--- config.mk ---
export PLATFORM = sky130hd
export DESIGN_NAME = btn_conditioner
export DESIGN_NICKNAME = d
export VERILOG_FILES = /design/src/rtl/btn_conditioner.sv
export SDC_FILE = /design/constraint.sdc
export NUM_CORES = 1
export LEC_CHECK = 0
export CAP_MARGIN = 10
export CORE_ASPECT_RATIO = 1.25
export CORE_MARGIN = 2
export CORE_UTILIZATION = 55
export CTS_CLUSTER_SIZE = 40
export DETAILED_ROUTE_END_ITERATION = 12
export GPL_TIMING_DRIVEN = 0
export PLACE_DENSITY = 0.74
export SLEW_MARGIN = 0
export SYNTH_ARGS = -nofsm -noshare
export SYNTH_HDL_FRONTEND = slang
export SYNTH_SLANG_ARGS = --single-unit
--- constraint.sdc ---
create_clock -name clk -period 2.1 [get_ports clk]
set_clock_uncertainty 0.1 [all_clocks]
set_input_delay 0.315 -clock clk [delete_from_list [all_inputs] [get_ports clk]]
set_output_delay 0.315 -clock clk [all_outputs]
set_load 0.02 [all_outputs]
--- src/rtl/btn_conditioner.sv ---
// btn_conditioner: per-channel synchronise, debounce, press pulse and auto-repeat for push buttons
module btn_conditioner #(
    parameter int               N_BTN           = 5,
    parameter bit               ACTIVE_LOW      = 1'b1,
    parameter int               DEBOUNCE_CYCLES = 500000,
    parameter logic [N_BTN-1:0] REPEAT_MASK     = 5'b00011,
    parameter int               REPEAT_DELAY    = 25000000,
    parameter int               REPEAT_PERIOD   = 5000000
) (
    input  logic             clk,
    input  logic             reset,
    input  logic [N_BTN-1:0] btn_raw,
    output logic [N_BTN-1:0] btn_pulse,
    output logic [N_BTN-1:0] btn_level
);
    localparam int DW   = $clog2(DEBOUNCE_CYCLES + 1);
    localparam int RMAX = (REPEAT_DELAY > REPEAT_PERIOD) ? REPEAT_DELAY : REPEAT_PERIOD;
    localparam int RW   = $clog2(RMAX + 1);

    typedef enum logic [1:0] {IDLE, PRESS_WAIT, HELD, RELEASE_WAIT} state_t;

    logic [N_BTN-1:0] w_raw;
    logic [N_BTN-1:0] r_meta;
    logic [N_BTN-1:0] r_sync;
    logic [N_BTN-1:0] r_pulse;
    logic [N_BTN-1:0] r_level;
    state_t           r_state [N_BTN];
    logic [DW-1:0]    r_dcnt  [N_BTN];
    logic [RW-1:0]    r_rcnt  [N_BTN];

    assign w_raw     = ACTIVE_LOW ? ~btn_raw : btn_raw;
    assign btn_pulse = r_pulse;
    assign btn_level = r_level;

    // two-flop synchroniser, resets to the not-pressed level
    always_ff @(posedge clk or negedge reset) begin
        if (!reset) begin
            r_meta <= '0;
            r_sync <= '0;
        end else begin
            r_meta <= w_raw;
            r_sync <= r_meta;
        end
    end

    // independent debounce/repeat state machine per channel with registered pulse and level
    always_ff @(posedge clk or negedge reset) begin
        if (!reset) begin
            for (int i = 0; i < N_BTN; i++) begin
                r_state[i] <= IDLE;
                r_dcnt[i]  <= '0;
                r_rcnt[i]  <= '0;
            end
            r_pulse <= '0;
            r_level <= '0;
        end else begin
            for (int i = 0; i < N_BTN; i++) begin
                r_pulse[i] <= 1'b0;
                case (r_state[i])
                    IDLE: begin
                        if (r_sync[i]) begin
                            r_state[i] <= PRESS_WAIT;
                            r_dcnt[i]  <= '0;
                        end
                    end
                    PRESS_WAIT: begin
                        if (!r_sync[i]) begin
                            r_state[i] <= IDLE;
                            r_dcnt[i]  <= '0;
                        end else if (r_dcnt[i] == DW'(DEBOUNCE_CYCLES - 1)) begin
                            r_state[i] <= HELD;
                            r_pulse[i] <= 1'b1;
                            r_level[i] <= 1'b1;
                            r_dcnt[i]  <= '0;
                            r_rcnt[i]  <= RW'(REPEAT_DELAY);
                        end else begin
                            r_dcnt[i] <= r_dcnt[i] + 1'b1;
                        end
                    end
                    HELD: begin
                        if (!r_sync[i]) begin
                            r_state[i] <= RELEASE_WAIT;
                            r_dcnt[i]  <= '0;
                        end else if (REPEAT_MASK[i]) begin
                            if (r_rcnt[i] == RW'(1)) begin
                                r_pulse[i] <= 1'b1;
                                r_rcnt[i]  <= RW'(REPEAT_PERIOD);
                            end else begin
                                r_rcnt[i] <= r_rcnt[i] - 1'b1;
                            end
                        end
                    end
                    RELEASE_WAIT: begin
                        if (r_sync[i]) begin
                            r_state[i] <= HELD;
                            r_rcnt[i]  <= RW'(REPEAT_DELAY);
                        end else if (r_dcnt[i] == DW'(DEBOUNCE_CYCLES - 1)) begin
                            r_state[i] <= IDLE;
                            r_level[i] <= 1'b0;
                            r_dcnt[i]  <= '0;
                        end else begin
                            r_dcnt[i] <= r_dcnt[i] + 1'b1;
                        end
                    end
                    default: r_state[i] <= IDLE;
                endcase
            end
        end
    end
endmodule

==> impl_metrics.csv <==
group,metric,value,unit
logic_synthesis,synth_top_family_by_area,"simple AND/OR/NAND/NOR gates",
placement,io_buffers,16,
critical_path,cp-end-kind,"flip-flop",
logic_synthesis,yosys_register_bits,175,
critical_path,timing.rr.start,"r_rcnt[114]",
placement,place_area,10800,sq um
logic_synthesis,yosys.area.top_type,"dfrtp_1",
logic_synthesis,synth.area.mux_share,1.63,%
pwr,ir_drop,0.696,mV
logic_synthesis,synthTopCellsByArea,"dfrtp_1, nor2_1, nand2_1",
timing,fin_ws,-0.110,ns
placement,place_inst,1383,
placement,place_congestion,0.875,
run,maxCapViolCount,0,
clock_network,cts-root-buf,"clkbuf_16",
floorplan,start_util,56.3,%
clock_network,cts-buffers-inserted,17,
logic_synthesis,synth_cells,1138,
pwr,powerDensity,947,nW/um^2
logic_synthesis,synth_xor_area_share,3.33,%
logic_synthesis,synth-simple-area-share,27.9,%
detailed_routing,wl,27200,um
global_routing,antenna_found_initial,0,
min_path,hp-class,"flip-flop to flip-flop",
clock_network,clk_latency,0.43,ns
timing,report.final.hold_viol_count,0,
cells_and_area,finalNetCount,1276,
clock_network,clk_pin_slew,0.07,ns
floorplan,die_y,157,um
logic_synthesis,ys_seq_area_share,42.6,%
detailed_routing,via_per_inst,6.46,
global_routing,grt_max_degree,116,
logic_synthesis,ys.flop_type,"dfrtp_1",
logic_synthesis,syn-num-nets,1162,
min_path,hold_start,"r_meta[3]",
timing,slew_viol_final,0,
timing,worst_pin_slew,0.624,ns
cells_and_area,drive_gt1_share,27.5,%
logic_synthesis,synth_edf_count,0,
cells_and_area,final_area,13100,sq um
logic_synthesis,synth-adder-area-share,2.07,%
critical_path,startpoint_type,"flip-flop",
clock_network,cts_tree,"yes",
timing,setup_viol,13,
run_status,violations,"negative setup slack",
detailed_routing,drt-initial-drc-count,801,
logic_synthesis,synthesis.area,10300,sq um
clock_network,clock_path_buffers,2,
floorplan,core,18200,sq um
detailed_routing,final_antenna_net_count,0,
timing,max-slew-margin-rel,58.4,%
detailed_routing,drt_first_pass_iters,5,
critical_path,crit_chain,"or4_4, nor4_4, nand2b_1, o41ai_2, o31ai_1",
global_routing,gr-total-overflow,0,
pwr,leakage,5.21,nW
timing,period_needed,2.21,ns
timing,post-route-period-util,105,%
detailed_routing,wl_per_cell,18.2,um
critical_path,cp_max_fo,5,
critical_path,critPathMaxStageDelay,0.57,ns
cells_and_area,antenna_cells,0,
logic_synthesis,ys_types,84,
floorplan,die-area,19800,sq um
placement,hpwl,16300,um
cells_and_area,final_util,71.6,%
detailed_routing,vias,9642,
clock_network,clock_sinks,175,
critical_path,critPathSlowestCell,"or4_4",
critical_path,worstPathArrival,2.41,ns
floorplan,rows,55,
cells_and_area,syn2layout_area_growth,27.1,%
global_routing,grt_pass1_wl,42400,um
clock_network,htree_levels,4,
global_routing,grt_pass1_vias,8932,
logic_synthesis,synth_compound_area_share,18.5,%
floorplan,pin_count,17,
logic_synthesis,synthArstFlopShare,100,%
logic_synthesis,ys_warn_count,0,
floorplan,die_x,126,um
logic_synthesis,synth_top_cell_area_share,42.6,%
timing,max_freq,0.452,GHz
detailed_routing,drc,0,
timing,rsz0062_at_grt,"yes",
cells_and_area,fin_cells,1492,
global_routing,track_usage,25.9,%
logic_synthesis,synth_area_per_cell,9.03,sq um
critical_path,startpoint,"r_rcnt[114]",
run_status,status,"complete, but fails checks",
critical_path,crit_required,2.30,ns
critical_path,path_class,"flip-flop to flip-flop",
-- stage by stage --
stage | worst slack, ns | hold slack, ns | TNS, ns | total power, mW
6_report | -0.110 | 0.250 | -0.497 | 12.4
5_1_grt | -0.191 | 0.271 | -3.48 | 13.0
4_1_cts | -0.0193 | 0.236 | -0.0471 | 11.4
3_5_place_dp | -0.525 | 0.182 | -35.51 | 7.42
3_3_place_gp | -6.66 | 0.232 | -1194.88 | 7.32
2_1_floorplan | -0.0308 | -0.0806 | -0.0308 | 6.45
-- routing by layer --
metal / GRT usage, % / wire length, um / vias up
li1: - / - / 4496
met1: 33.1 / 11600 / 4722
met2: 44.1 / 13700 / 342
met3: 4.31 / 1240 / 82
met4: 9.89 / 693 / 0
met5: 0 / 0 / -
-- path summary, 6_finish.rpt --
| check | to | slack [ns] | depth (start not counted) |
|---|---|---|---|
| max | r_rcnt[122] | -0.11 | 5 |
| min | r_sync[3] | 0.25 | 0 |
| max reg2reg | r_rcnt[122] | -0.11 | 5 |
| min in group asynchronous | r_dcnt[31] | 0.30 | 2 |
| max in group asynchronous | r_state[6] | 0.63 | 3 |
| min reg2reg | r_sync[3] | 0.25 | 0 |
-- power breakdown --
part,switching [mW],internal [mW]
registers,0.438,3.63
logic,2.81,2.14
clock network,1.34,2.02
total,4.58,7.79
-- Yosys cell counts (19+ instances only) --
library cell and instances:
a211oi_1 19, a21oi_1 48, a22o_1 22, clkbuf_1 30, dfrtp_1 175, inv_1 50, nand2_1 97, nand3_1 55
nand4_1 35, nor2_1 98, nor3_1 49, nor4_1 37, o211ai_1 22, o21ai_0 61, or3_1 21, xnor2_1 20
xor2_1 19
-- layout make-up --
type,count,area (sq um)
Sequential cell,175,4420
Multi-Input combinational cell,866,6370
Inverter,50,190
Buffer,34,269
Clock inverter,9,159
Tap cell,228,285
Fill cell,1278,5180
Timing Repair Buffer,108,913
Clock buffer,22,454
-- critical path, delay by kind of cell, from the launching register on --
kind | cells | cell delay, ns
DFF | 1 | 0.43
and+or+nand+nor | 3 | 1.15
AOI/OAI and AO/OA | 2 | 0.39
-- what timing repair did --
item	in CTS	in global routing
endpoints found under the setup margin	142	133
endpoints found under the hold margin	60	0
pin swaps	27	44
setup buffers	36	52
gates cloned	2	2
hold buffers	1	0
resized for setup	123	163
-- state kept, by name (all words and copies together), names as in the netlist, named ones only --
register   cells
btn_level      5
r_state        5
r_meta         5
r_rcnt        50
r_sync         5
btn_pulse      5
r_dcnt        95
-- logic make-up after synthesis --
kind of cell	after synthesis
AND/OR/NAND/NOR	518
AO/OA/AOI/OAI	274
flip-flops	175
buffers and inverters	99
XOR/XNOR	39
adder cells (fa/ha/maj)	17
multiplexers	16
-- cells in the final DEF, fill, tap and decap left out, drive strengths merged, types with 16 or more instances in the layout --
master and instances:
dfrtp 175, buf 115, nor2 100, nand2 97
o21ai 67, nand3 55, inv 51, nor3 49
a21oi 48, nor4 46, nand4 36, clkbuf 33
o211ai 22, a22o 22, or3 21, xnor2 20
xor2 19, a211oi 19, ha 17, and4 16
Note: power is estimated with default switching activity, not from simulation.
